## config.mk

```make
export PLATFORM = sky130hd
export DESIGN_NAME = decode_stage
export DESIGN_NICKNAME = d
export VERILOG_FILES = /design/src/rtl/decode_stage.sv
export SDC_FILE = /design/constraint.sdc
export NUM_CORES = 1
export LEC_CHECK = 0
export CELL_PAD_IN_SITES_DETAIL_PLACEMENT = 1
export CELL_PAD_IN_SITES_GLOBAL_PLACEMENT = 2
export CORE_MARGIN = 2
export CORE_UTILIZATION = 33
export DETAILED_ROUTE_END_ITERATION = 6
export PLACE_DENSITY = 0.79
export SLEW_MARGIN = 20
export SYNTH_ARGS = -nofsm -noshare
export SYNTH_HDL_FRONTEND = slang
export SYNTH_SLANG_ARGS = --single-unit
```

## constraint.sdc

```tcl
create_clock -name clk -period 2.1 [get_ports clk]
set_input_delay 0.21 -clock clk [delete_from_list [all_inputs] [get_ports clk]]
set_output_delay 0.21 -clock clk [all_outputs]
set_load 0.02 [all_outputs]
```

## src/rtl/decode_stage.sv

```systemverilog
`default_nettype none
// ============================================================================
//  Module      : decode_stage
//  Description : Instruction decode stage. Opcodes with an all-zero prefix
//                decode to a one-hot vector; any other instruction is flagged
//                illegal and decodes to NOP. Results are buffered in a
//                2-entry in-order FIFO with valid/ready handshakes on both
//                sides. A saturating, clearable counter tracks how many
//                illegal instructions were accepted.
//  Revision    : 1.0 - initial release
// ============================================================================
module decode_stage #(
   parameter int INW  = 8,
   parameter int OPW  = 4,
   parameter int CNTW = 8
) (
   input  logic                clk,
   input  logic                reset_n,
   input  logic                in_valid,
   output logic                in_ready,
   input  logic [INW-1:0]      instr,
   output logic                out_valid,
   input  logic                out_ready,
   output logic [2**OPW-1:0]   decoded,
   output logic                out_illegal,
   output logic [CNTW-1:0]     illegal_count,
   input  logic                clear_count
);

   localparam int            DW        = 2**OPW;
   localparam logic [DW-1:0] c_nop     = DW'(1);
   localparam logic [CNTW-1:0] c_cnt_max = '1;

   // Two-entry storage; r_head selects the oldest entry, r_count is occupancy
   logic [DW-1:0]   r_dec [2];
   logic [1:0]      r_ill;
   logic            r_head;
   logic [1:0]      r_count;
   // Held low through reset so in_ready only rises on the first clock edge
   // after release, and stays a pure function of registered state
   logic            r_live;
   logic [CNTW-1:0] r_illegal_count;

   logic            w_prefix_zero;
   logic [DW-1:0]   w_entry_dec;
   logic            w_accept;
   logic            w_pop;
   logic            w_wr_ptr;

   // Decode of the incoming instruction and handshake qualifiers
   always_comb begin
      w_prefix_zero = (instr[INW-1:OPW] == '0);
      w_entry_dec   = w_prefix_zero ? (c_nop << instr[OPW-1:0]) : c_nop;
      w_accept      = in_valid & in_ready;
      w_pop         = out_valid & out_ready;
      // Next free slot sits right after the occupied ones (modulo 2)
      w_wr_ptr      = r_head ^ r_count[0];
   end

   // Output view of the FIFO head; NOP/legal when empty
   always_comb begin
      in_ready      = r_live & (r_count != 2'd2);
      out_valid     = (r_count != 2'd0);
      decoded       = out_valid ? r_dec[r_head] : c_nop;
      out_illegal   = out_valid & r_ill[r_head];
      illegal_count = r_illegal_count;
   end

   // FIFO storage, head pointer and occupancy bookkeeping
   always_ff @(posedge clk or negedge reset_n) begin
      if (!reset_n) begin
         r_dec[0] <= c_nop;
         r_dec[1] <= c_nop;
         r_ill    <= 2'b00;
         r_head   <= 1'b0;
         r_count  <= 2'd0;
         r_live   <= 1'b0;
      end else begin
         r_live <= 1'b1;
         if (w_accept) begin
            r_dec[w_wr_ptr] <= w_entry_dec;
            r_ill[w_wr_ptr] <= ~w_prefix_zero;
         end
         if (w_pop) begin
            r_head <= ~r_head;
         end
         case ({w_accept, w_pop})
            2'b10:   r_count <= r_count + 2'd1;
            2'b01:   r_count <= r_count - 2'd1;
            default: r_count <= r_count;
         endcase
      end
   end

   // Saturating illegal-instruction counter; clear wins over increment
   always_ff @(posedge clk or negedge reset_n) begin
      if (!reset_n) begin
         r_illegal_count <= '0;
      end else if (clear_count) begin
         r_illegal_count <= '0;
      end else if (w_accept && !w_prefix_zero && (r_illegal_count != c_cnt_max)) begin
         r_illegal_count <= r_illegal_count + 1'b1;
      end
   end

endmodule
`default_nettype wire

```

# Word-level counts from Yosys, hierarchy flattened
# Index checks and enable logic that the tools add are counted.
[word_totals]
reg_bits = 46
input_bits = 13
out_inout_bits = 27
word_cells = 55
[op_classes]
addsub = 3
order_cmp = 6
n_eq_ne = 4
shift = 1
n_mux = 16
n_bitwise = 9
n_reduce_logical = 9
[ops]
columns = ["operator", "count"]
rows = [
  ["$mux 16", 6],
  ["$bwmux 32", 1],
  ["$demux 16 s1", 1],
  ["$mux 8", 2],
  ["$shl 1x4->16 const A", 1],
  ["$add 8x1->8 const B", 1],
  ["$ne 8x8->1 const B", 1],
  ["$reduce_bool 2->1", 3],
  ["$and 1x1->1", 4],
  ["$ge 2x2->1 const B", 2],
  ["$logic_and 1x1->1", 4],
  ["$logic_not 4->1", 1],
  ["$lt 1x2->1 const B", 2],
  ["$not 1->2", 2],
  ["$pmux 2 s2", 1],
  ["$mux 1", 3],
  ["$add 2x1->2 const B", 1],
  ["$bwmux 2", 1],
  ["$eq 2x1->1 const B", 1],
  ["$eq 2x2->1 const B", 1],
  ["$lt 2x1->1 const B", 1],
  ["$ne 2x2->1 const B", 1],
  ["$not 1->1", 2],
  ["$sub 2x1->2 const B", 1],
  ["4 further kinds", 4],
]

# Depth between registers and ports, before layout
# Gate-level depths: netlist of the first run.
[logic_depth]
word_depth = 7
mapped_depth = 8
depth_no_buf = 7

# Worst setup path before layout of the first run
# OpenSTA, ideal clock, no wires.
[synth_path]
path_type = "register to register"
from = "reg r_count[0]"
to = "reg r_dec[17] (netlist name)"
setup_ns = 0.128
t_arrival_ns = 1.565
t_required_ns = 1.972
path_slack_ns = 0.407
stages_incl_launch_ff = 7
n_path_buf = 2
synth_period_minus_slack_ns = 1.693
path_cell_list = "dfrtp_1 buf_4 nand2b_1 and2_1 and3_1 buf_2 mux2_1"
[synth_between]
elab_cells_between_ends = 11
classes_between = "order compare: 2; eq/ne: 1; mux: 3; bitwise: 4; reduce/logical: 1"
[synth_rtl]
columns = ["element", "line_no", "text"]
rows = [
  ["start, declared", "38", "logic [1:0] r_count;"],
  ["start signal, assigned", "88", "2'b10: r_count <= r_count + 2'd1;"],
  ["start signal, assigned", "89", "2'b01: r_count <= r_count - 2'd1;"],
  ["start signal, assigned", "90", "default: r_count <= r_count;"],
  ["$ne 2x2->1", "62", "in_ready = r_live & (r_count != 2'd2);"],
  ["$and 1x1->1", "62", ""],
  ["net in_ready", "20", "output logic in_ready,"],
  ["$and 1x1->1", "54", "w_accept = in_valid & in_ready;"],
  ["end signal, assigned by index", "81", "r_dec[w_wr_ptr] <= w_entry_dec;"],
  ["end, declared", "35", "logic [DW-1:0] r_dec [2];"],
]
# The timed path passes the listed nets, and every way through them passes these cells.
# A chain may end at the register's enable or synchronous reset.

# Worst setup path after layout of the first run
[layout_path]
from = "reg r_head"
to = "out decoded[3]"
[layout_between]
elab_chain_cells = 5
[layout_rtl]
columns = ["element", "line_no", "text"]
rows = [
  ["start, declared", "37", "logic r_head;"],
  ["start signal, assigned", "85", "r_head <= ~r_head;"],
  ["$not 1->2 (implied by the code)", "64", "decoded = out_valid ? r_dec[r_head] : c_nop;"],
  ["$mux 16 (implied by the code) (3 in series)", "64", ""],
  ["$mux 16", "64", ""],
  ["end, declared", "24", "output logic [2**OPW-1:0] decoded,"],
]
# Every way passes these cells. The select of a mux whose other input is x is not followed.

==> summary.md, run 1 <==
| Metric | Value |
|---|---|
| Commonest non-fill, non-tap cell in the layout | `dfrtp_1` |
| Power Density | `884 nW/um2` |
| CTS sink count | `46` |
| Placer Congestion | `0.709` |
| Row Count | `30` |
| Clock buffer depth | `2` |
| Critical path's largest stage delay | `0.60 ns` |
| Failing checks | `hold timing` |
| Sequential area share after synthesis | `50.0%` |
| Residual DRC | `0` |
| Cell leakage power | `1.37 nW` |
| Synthesized area per cell | `10.7 um2` |
| First-pass GRT wire length | `9070 um` |
| DIE HEIGHT | `87.6 um` |
| Reg2reg setup slack | `0.27 ns` |
| Number of global-route vias before repair | `1808` |
| Post-layout util | `43.7%` |
| Tmin final | `1.99 ns` |
| Vias per cell | `4.85` |
| Commonest non-fill, non-tap cells in the layout | `dfrtp_1 (42), clkdlybuf4s50_1 (35), nor2_1 (31)` |
| Fmax | `0.503 GHz` |
| Area of the multi-input gates | `1100 um2` |
| Initial DRC count | `66` |
| WL/cell | `14.7 um` |
| Worst path arrival time | `1.78 ns` |
| Syn nets | `231` |
| Gr usage total | `15.4%` |
| Total gr overflow | `0` |
| Clock Skew | `0.00853 ns` |
| Final count of pins violating max slew | `0` |
| Post-route cell area | `2970 um2` |
| Slew margin rel. | `61.5%` |
| Ratio of cells with drive above 1 in the final layout | `14.7%` |
| Buffers & Inverters on Critical Path | `2` |
| Core Area | `6790 um2` |
| Nets | `279` |
| Worst hold slack | `-0.00868 ns` |
| Placed cell areas | `2860 um2` |
| Initial antenna violation count | `0` |
| TNS Setup | `0 ns` |
| Critical path startpoint category | `register` |
| Total CTS buffers | `5` |
| Final Hold Viols | `23` |
| Hold WC Path Type | `input pin to asynchronous set/reset pin` |
| DR pass1 iterations | `4` |
| RSZ-0062 raised after global routing | `no` |
| Synthesized cell area | `2310 um2` |
| Die area | `7680 um2` |
| Synth cell types | `37` |
| Final worst path period share | `94.6%` |
| Clock transition at the registers of the reported paths | `0.09 ns` |
| Worst-Margin Slew | `0.578 ns` |
| Slowest cell on crit path | `clkdlybuf4s50_1` |
| Status | `finished with violations` |
| Final WL | `5290 um` |
| Worst-skew pair later-pin latency | `0.30 ns` |
| Crit path required time | `1.89 ns` |
| Register area | `1160 um2` |
| Cells after DPL | `353` |
| WS Path Type | `register to output pin` |
| Filler Cell Count | `773` |
| CP Cell Sequence | `buf_12, mux2i_1, nor2_1, clkdlybuf4s50_1` |
| Mapped Cells | `216` |
| Initial core utilization | `34.0%` |
| Family with the most delay on the worst path | `buffers and inverters` |
| CP endpoint kind | `output pin` |
| Worst vdd ir | `0.000290 V` |
| Ant. Diodes | `0` |
| Via count | `1751` |
| Max-cap violations | `0` |
| IO Count | `40` |
| Area Overhead vs Synth | `28.8%` |
| CTS H-tree depth | `2` |
| CTS root buf | `clkbuf_8` |
| Final-report setup violation count | `0` |
| Pin count of the biggest net entering global routing | `47` |
| CTS tree | `built` |
| Crit path max fanout | `16` |
| I/O Buffers | `39` |
| Horiz. Die Dim | `87.6 um` |
| Yosys warns | `0` |
| Post-Layout Cell Count | `361` |
| Routed Antenna Nets | `0` |
| Hpwl dp | `3850 um` |
| Synthesized flop and latch total | `46` |
-- flip-flops by register name, indices dropped and copies added, names as in the netlist --
register / cells
r_dec: 32
r_live: 1
r_ill: 2
r_head: 1
illegal_count: 8
r_count: 2
-- worst paths after layout --
| path | end | depth (start not counted) | startpoint |
|---|---|---|---|
| min in group clk | r_dec[0] | 2 | r_dec[0] |
| max in group asynchronous | r_count[0] | 2 | reset_n |
| min | r_dec[8] | 2 | reset_n |
| max reg2reg | illegal_count[5] | 4 | r_count[1] |
| min reg2reg | r_dec[0] | 2 | r_dec[0] |
| max | decoded[3] | 4 | r_head |
-- metal layers --
| layer | wire, um | track usage [%] | vias to the layer above | part of all wire, % |
|---|---|---|---|---|
| li1 | - | - | 847 | - |
| met1 | 2630 | 21.5 | 871 | 50 |
| met2 | 2440 | 23.7 | 27 | 46 |
| met3 | 151 | 3.30 | 6 | 2.9 |
| met4 | 76 | 5.87 | 0 | 1.4 |
| met5 | 0 | 0 | - | 0 |
-- cell families after synthesis --
| logic type | count (synthesis) | synth area share, % |
|---|---|---|
| flip-flops | 46 | 50.0 |
| other | 1 | 0.163 |
| AND/OR/NAND/NOR | 83 | 18.1 |
| XOR/XNOR | 5 | 1.90 |
| adder cells (fa/ha/maj) | 2 | 1.08 |
| buffers and inverters | 12 | 2.77 |
| multiplexers | 40 | 18.6 |
| AO/OA/AOI/OAI | 27 | 7.43 |
-- cell type report --
cell class / instances / share of cell area, %
timing repair buffer: 51 / 16.8
multi-input combinational: 158 / 36.9
sequential: 46 / 38.9
inverter: 2 / 0.253
clock buffer: 7 / 2.91
clock inverter: 1 / 0.168
tap: 96 / 4.04
-- stage by stage --
| step | hold WS (ns) | power [mW] | setup WS (ns) |
|---|---|---|---|
| floorplan | -0.0856 | 1.71 | 0.407 |
| global placement | 0.340 | 2.06 | 0.0617 |
| detailed placement | 0.345 | 2.08 | 0.0654 |
| CTS | 0.00793 | 2.67 | 0.00494 |
| global route | 0.0222 | 2.81 | 0.000402 |
| finish | -0.00868 | 2.63 | 0.113 |
-- Yosys cell counts, drive strengths merged --
library cell / n / area [um2]
a21boi: 1 / 7.51
a21oi: 7 / 35.0
and2: 1 / 6.26
and3: 1 / 6.26
buf: 7 / 45.0
clkbuf: 3 / 11.3
conb: 1 / 3.75
dfrtp: 44 / 1100
dfstp: 2 / 52.6
ha: 2 / 25.0
inv: 2 / 7.51
mux2: 23 / 259
mux2i: 17 / 170
nand2: 19 / 71.3
nand2b: 4 / 25.0
nand3: 3 / 15.0
nand3b: 4 / 30.0
nand4: 3 / 18.8
nor2: 32 / 120
nor2b: 3 / 26.3
nor3: 4 / 20.0
nor4: 2 / 27.5
o21ai: 7 / 35.0
o31ai: 9 / 67.6
o41ai: 3 / 26.3
or3: 6 / 42.5
or4: 1 / 7.51
xnor2: 3 / 26.3
xor2: 2 / 17.5
-- power breakdown --
| part | total [mW] | internal (mW) | switching [mW] |
|---|---|---|---|
| clock network | 0.562 | 0.266 | 0.296 |
| registers | 1.10 | 0.994 | 0.101 |
| logic | 0.968 | 0.456 | 0.512 |
-- repair_timing --
| item | in CTS | in global routing |
|---|---|---|
| hold buffers | 0 | 0 |
| pin swaps | 0 | 1 |
| resized for setup | 3 | 5 |
| cloned | 0 | 0 |
| setup endpoints to repair | 18 | 16 |
| setup buffers | 0 | 0 |
Note: power is estimated with default switching activity, not from simulation.
==> run 2: changes to the inputs <==
GPL_TIMING_DRIVEN = 0   (was unset)
==> summary.md, run 2 (same netlist as run 1, synthesis figures left out) <==
| Metric | Value |
|---|---|
| Family with the most delay on the worst path | `buffers and inverters` |
| CTS root buf | `clkbuf_8` |
| Horiz. Die Dim | `87.6 um (unchanged)` |
| Final count of pins violating max slew | `0 (unchanged)` |
| Power Density | `918 nW/um2 (+3.9%)` |
| Critical path's largest stage delay | `0.60 ns (about the same)` |
| Initial antenna violation count | `0 (unchanged)` |
| Filler Cell Count | `751 (-2.8%)` |
| Cell leakage power | `1.46 nW (+6.8%)` |
| Final WL | `5550 um (+4.8%)` |
| Initial DRC count | `85 (+29%)` |
| Commonest non-fill, non-tap cell in the layout | `dfrtp_1` |
| Core Area | `6790 um2 (unchanged)` |
| Worst vdd ir | `0.000294 V (+1.3%)` |
| Tmin final | `2.02 ns (+0.0295 ns)` |
| Post-layout util | `44.3% (+0.52 points)` |
| Clock Skew | `0.00621 ns (-0.00232 ns)` |
| RSZ-0062 raised after global routing | `no` |
| Die area | `7680 um2 (unchanged)` |
| CP Cell Sequence | `buf_6, buf_8, mux2i_1, nor2_1, clkdlybuf4s50_1` |
| Total gr overflow | `0 (unchanged)` |
| Number of global-route vias before repair | `1892 (+4.6%)` |
| Clock transition at the registers of the reported paths | `0.08 ns (about the same)` |
| Worst path arrival time | `1.81 ns (+0.03 ns)` |
| Status | `complete, no violations` |
| Clock buffer depth | `2 (unchanged)` |
| IO Count | `40 (unchanged)` |
| CTS H-tree depth | `2 (unchanged)` |
| Placer Congestion | `0.732 (+3.2%)` |
| Final-report setup violation count | `0 (unchanged)` |
| Critical path startpoint category | `register` |
| Fmax | `0.496 GHz (-1.5%)` |
| WS Path Type | `register to output pin` |
| Hold WC Path Type | `input pin to register` |
| Max FFs per register | `32 (unchanged)` |
| DIE HEIGHT | `87.6 um (unchanged)` |
| Slew margin rel. | `62.3% (+0.86 points)` |
| Routed Antenna Nets | `0 (unchanged)` |
| Worst-skew pair later-pin latency | `0.29 ns (about the same)` |
| Final worst path period share | `96.0% (+1.4 points)` |
| CP endpoint kind | `output pin` |
| Pin count of the biggest net entering global routing | `26 (-45%)` |
| First-pass GRT wire length | `9510 um (+4.9%)` |
| CTS tree | `built` |
| Gr usage total | `16.0% (+0.60 points)` |
| Crit path required time | `1.89 ns (about the same)` |
| Buffers & Inverters on Critical Path | `3 (+1)` |
| Ant. Diodes | `0 (unchanged)` |
| Hpwl dp | `4030 um (+4.8%)` |
| Commonest non-fill, non-tap cells in the layout | `dfrtp_1 (44), nor2_1 (31), clkdlybuf4s50_1 (29)` |
| Ratio of cells with drive above 1 in the final layout | `13.1% (-1.6 points)` |
| Initial core utilization | `34.0% (unchanged)` |
| Slowest cell on crit path | `clkdlybuf4s50_1` |
| WL/cell | `15.3 um (+4.2%)` |
| Max-cap violations | `0 (unchanged)` |
| Nets | `281 (+0.72%)` |
| CTS sink count | `46 (unchanged)` |
| DR pass1 iterations | `4 (unchanged)` |
| Area Overhead vs Synth | `30.3%` |
| Row Count | `30 (unchanged)` |
| Residual DRC | `0 (unchanged)` |
| Final Hold Viols | `0 (-100%)` |
| Crit path max fanout | `10 (-6)` |
| Biggest register | `r_dec` |
| I/O Buffers | `38 (-2.6%)` |
| TNS Setup | `0 ns (unchanged)` |
| Worst-Margin Slew | `0.561 ns (-0.0171 ns)` |
| Via count | `1763 (+0.69%)` |
| Total CTS buffers | `5 (unchanged)` |
| Vias per cell | `4.86 (+0.13%)` |
==> run 2: cell count changes in the layout (fill, tap and decap cells not counted), sizes merged <==
cell and change:
dlymetal6s2s +5, clkinv -1, buf -1, bufinv +1, dlygate4sd3 +1, clkdlybuf4s50 -6
clkbuf +3
==> run 2: metrics by stage <==
stage	instance area [um2]	worst slack [ns]	power, mW	instances	hold slack, ns
final	3010	0.0830	2.76	363	0.318
after detailed placement	2820	-0.443	2.06	351	0.221
after floorplan	2310	0.407	1.71	216	-0.0856
after global placement	2810	-0.487	2.04	350	0.455
after global routing	3010	0.00610	2.94	363	0.348
after CTS	2990	0.0390	2.81	363	0.324
==> run 2: worst paths after layout <==
| path | from | to | slack, ns | depth (start not counted) |
|---|---|---|---|---|
| setup / recovery | r_head | decoded[11] | 0.08 | 5 |
| setup reg to reg | r_count[1] | illegal_count[5] | 0.20 | 4 |
| min in group asynchronous | reset_n | r_dec[12] | 0.42 | 2 |
| max in group asynchronous | reset_n | r_live | 1.15 | 3 |
| hold / removal | clear_count | illegal_count[2] | 0.32 | 2 |
| hold reg to reg | r_dec[0] | r_dec[0] | 0.47 | 2 |
==> run 2: final cells by class <==
cell class / instances / area (um2) / share of cell area, %
Buffer: 10 / 73.8 / 2.46
Clock buffer: 7 / 76.3 / 2.54
Clock inverter: 1 / 30.0 / 0.999
Inverter: 2 / 7.51 / 0.250
Multi-Input combinational cell: 158 / 1100 / 36.5
Sequential cell: 46 / 1150 / 38.4
Tap cell: 96 / 120 / 4.00
Timing Repair Buffer: 43 / 448 / 14.9
==> run 2: metal layers <==
layer	track usage, %	part of all wire, %
met3	2.92	2.8
met5	0	0
met1	21.6	46
met2	27.6	51
met4	2.52	0.65
==> run 2: repair_timing <==
item	CTS	global route
setup buffers	3	0
gates resized for setup	8	8
endpoints found under the hold margin	19	0
setup endpoints to repair	19	8
pin swaps	1	0
hold buffers	1	0
==> run 2: report_power, final <==
group	total (mW)	internal [mW]	switching, mW	leakage [nW]
Clock	0.642	0.356	0.286	0.0524
Sequential	1.05	0.990	0.0571	0.621
Combinational	1.07	0.482	0.588	0.790
Total	2.76	1.83	0.931	1.46
==> edit: new RTL, config.mk and constraints of run 2 <==
Set the parameter `INW` to 16 (it was 8).
--- a/src/rtl/decode_stage.sv
+++ b/src/rtl/decode_stage.sv
@@ -11,5 +11,5 @@
 // ============================================================================
 module decode_stage #(
-   parameter int INW  = 8,
+   parameter int INW  = 16,
    parameter int OPW  = 4,
    parameter int CNTW = 8
Interface: changed (resized instr); port bits go from 40 to 48. No check against the original RTL was run, so the function may have changed too.
==> edit against run 2 <==
  * Count of clock-buffer cells in the layout down 2
  * Final area increased by 4.7%
  * Sequential cell count stayed put
  * Largest cell class is now multi-input gates
  * Power down 6.4%
  * Synthesized area is 3.6% higher
  * Register-to-register slack better by 0.05 ns
  * Clock skew shrank 0.00072 ns
  * Worst setup slack got worse by 0.020 ns
  * Maximum frequency shrank 0.97%
  * Hold slack gained 0.013 ns
  * Wire length up 5.2%
  * Critical endpoint is now decoded[9]
  * Die area rose by 3.5%
==> edit: results <==
export IMPL_grt_pass1_wl_um=9380
export IMPL_dr_wl_met3_um=132
export IMPL_io_buffers=46
export IMPL_synth_cell_types=35
export IMPL_routed_via_density=4.90
export IMPL_final_cells=374
export IMPL_grt_pass1_vias=1837
export IMPL_layout_nets=297
export IMPL_outcome="complete, no violations"
export IMPL_ys_seq_area_share_pct=48.2
export IMPL_fillers=820
export IMPL_min_to="illegal_count[4]"
export IMPL_routed_wl_um=5830
export IMPL_dp_cells=363
export IMPL_p_leak_nw=1.47
export IMPL_wl_met2_um=2690
export IMPL_rrSetupSlack_ns=0.25
export IMPL_synth_nets=240
export IMPL_r2r_start="r_count[0]"
export IMPL_worst_slew_pin_slew_ns=0.527
export IMPL_routabilityCongestion=0.745
export IMPL_r2r_cells=5
export IMPL_drive_gt1_share_pct=21.1
export IMPL_wl_met1_um=2930
export IMPL_syn_avg_cell_area_um2=11.0
export IMPL_drt_initial_drc_count=57
export IMPL_skew_ns=0.00548
export IMPL_worstPathArrival_ns=1.83
edit: changes by cell type in the layout (fill, tap and decap cells not counted), sizes merged, moves of 6 or more:
| cell | before | now |
|---|---|---|
| clkdlybuf4s50 | 29 | 37 |
| mux2 | 23 | 31 |
| nand2 | 19 | 11 |
| nor2 | 32 | 25 |
| nor4 | 2 | 12 |
| or3 | 6 | 0 |
edit: what timing repair did:
item / CTS / global route
cloned: 0 / 0
resized for setup: 12 / 5
hold buffers: 1 / 0
pin swaps: 1 / 0
endpoints found under the setup margin: 18 / 6
setup buffers: 2 / 0
endpoints found under the hold margin: 21 / 0
edit: logic make-up (layout without fill, tap and decap cells):
group                    Yosys count  count (layout)  synth area share, %
AND/OR/NAND/NOR                   82              82                 19.2
multiplexers                      49              49                 22.1
flip-flops                        46              46                 48.2
AO/OA/AOI/OAI                     17              17                 4.45
buffers and inverters             15              73                 2.98
XOR/XNOR                           5               5                 1.83
adder cells (fa/ha/maj)            2               2                 1.05
other                              1               1                0.157
edit: area by class of cell:
| type | instances | share of cell area, % |
|---|---|---|
| inverter | 4 | 0.477 |
| timing repair buffer | 50 | 16.1 |
| tap | 99 | 3.94 |
| multi-input combinational | 156 | 37.6 |
| clock buffer | 5 | 2.19 |
| sequential | 46 | 36.7 |
| buffer | 11 | 2.43 |
| clock inverter | 3 | 0.676 |
edit: where the power goes:
| group | total, mW | leakage, nW | internal, mW | switching (mW) |
|---|---|---|---|---|
| sequential | 1.03 | 0.622 | 0.977 | 0.0493 |
| clock | 0.556 | 0.0441 | 0.234 | 0.322 |
| combinational | 1.00 | 0.805 | 0.469 | 0.531 |
| total | 2.58 | 1.47 | 1.68 | 0.902 |
edit: worst max-delay path by stage:
stage                             to  slack [ns]  depth (start not counted)
detailed placement       decoded[11]       -0.36                          5
global placement    illegal_count[3]       -0.50                          1
floorplan           illegal_count[3]        0.47                          5
global route              decoded[9]       0.004                          5
finish                    decoded[9]        0.06                          5
CTS                       decoded[0]        0.01                          5
edit: layer usage:
metal  vias to the layer above  track usage, %
li1                        894               -
met1                       901            22.6
met2                        29            24.0
met3                         7            3.32
met4                         0            4.07
met5                         -               0
edit: metrics by stage:
step	hold slack [ns]	cell area (µm²)	setup TNS [ns]	setup slack, ns
after floorplan	-0.0856	2390	0	0.473
after global placement	0.459	2980	-27.27	-0.498
after detailed placement	0.216	2990	-6.45	-0.362
after CTS	0.341	3130	0	0.0134
after global routing	0.375	3150	0	0.00409
final	0.330	3150	0	0.0633
edit: worst max-delay path: cells and delay by family (launching register included):
kind / cells / cell delay, ns
simple gates: 1 / 0.08
flops: 1 / 0.39
mux: 1 / 0.12
buf+inv: 3 / 0.93
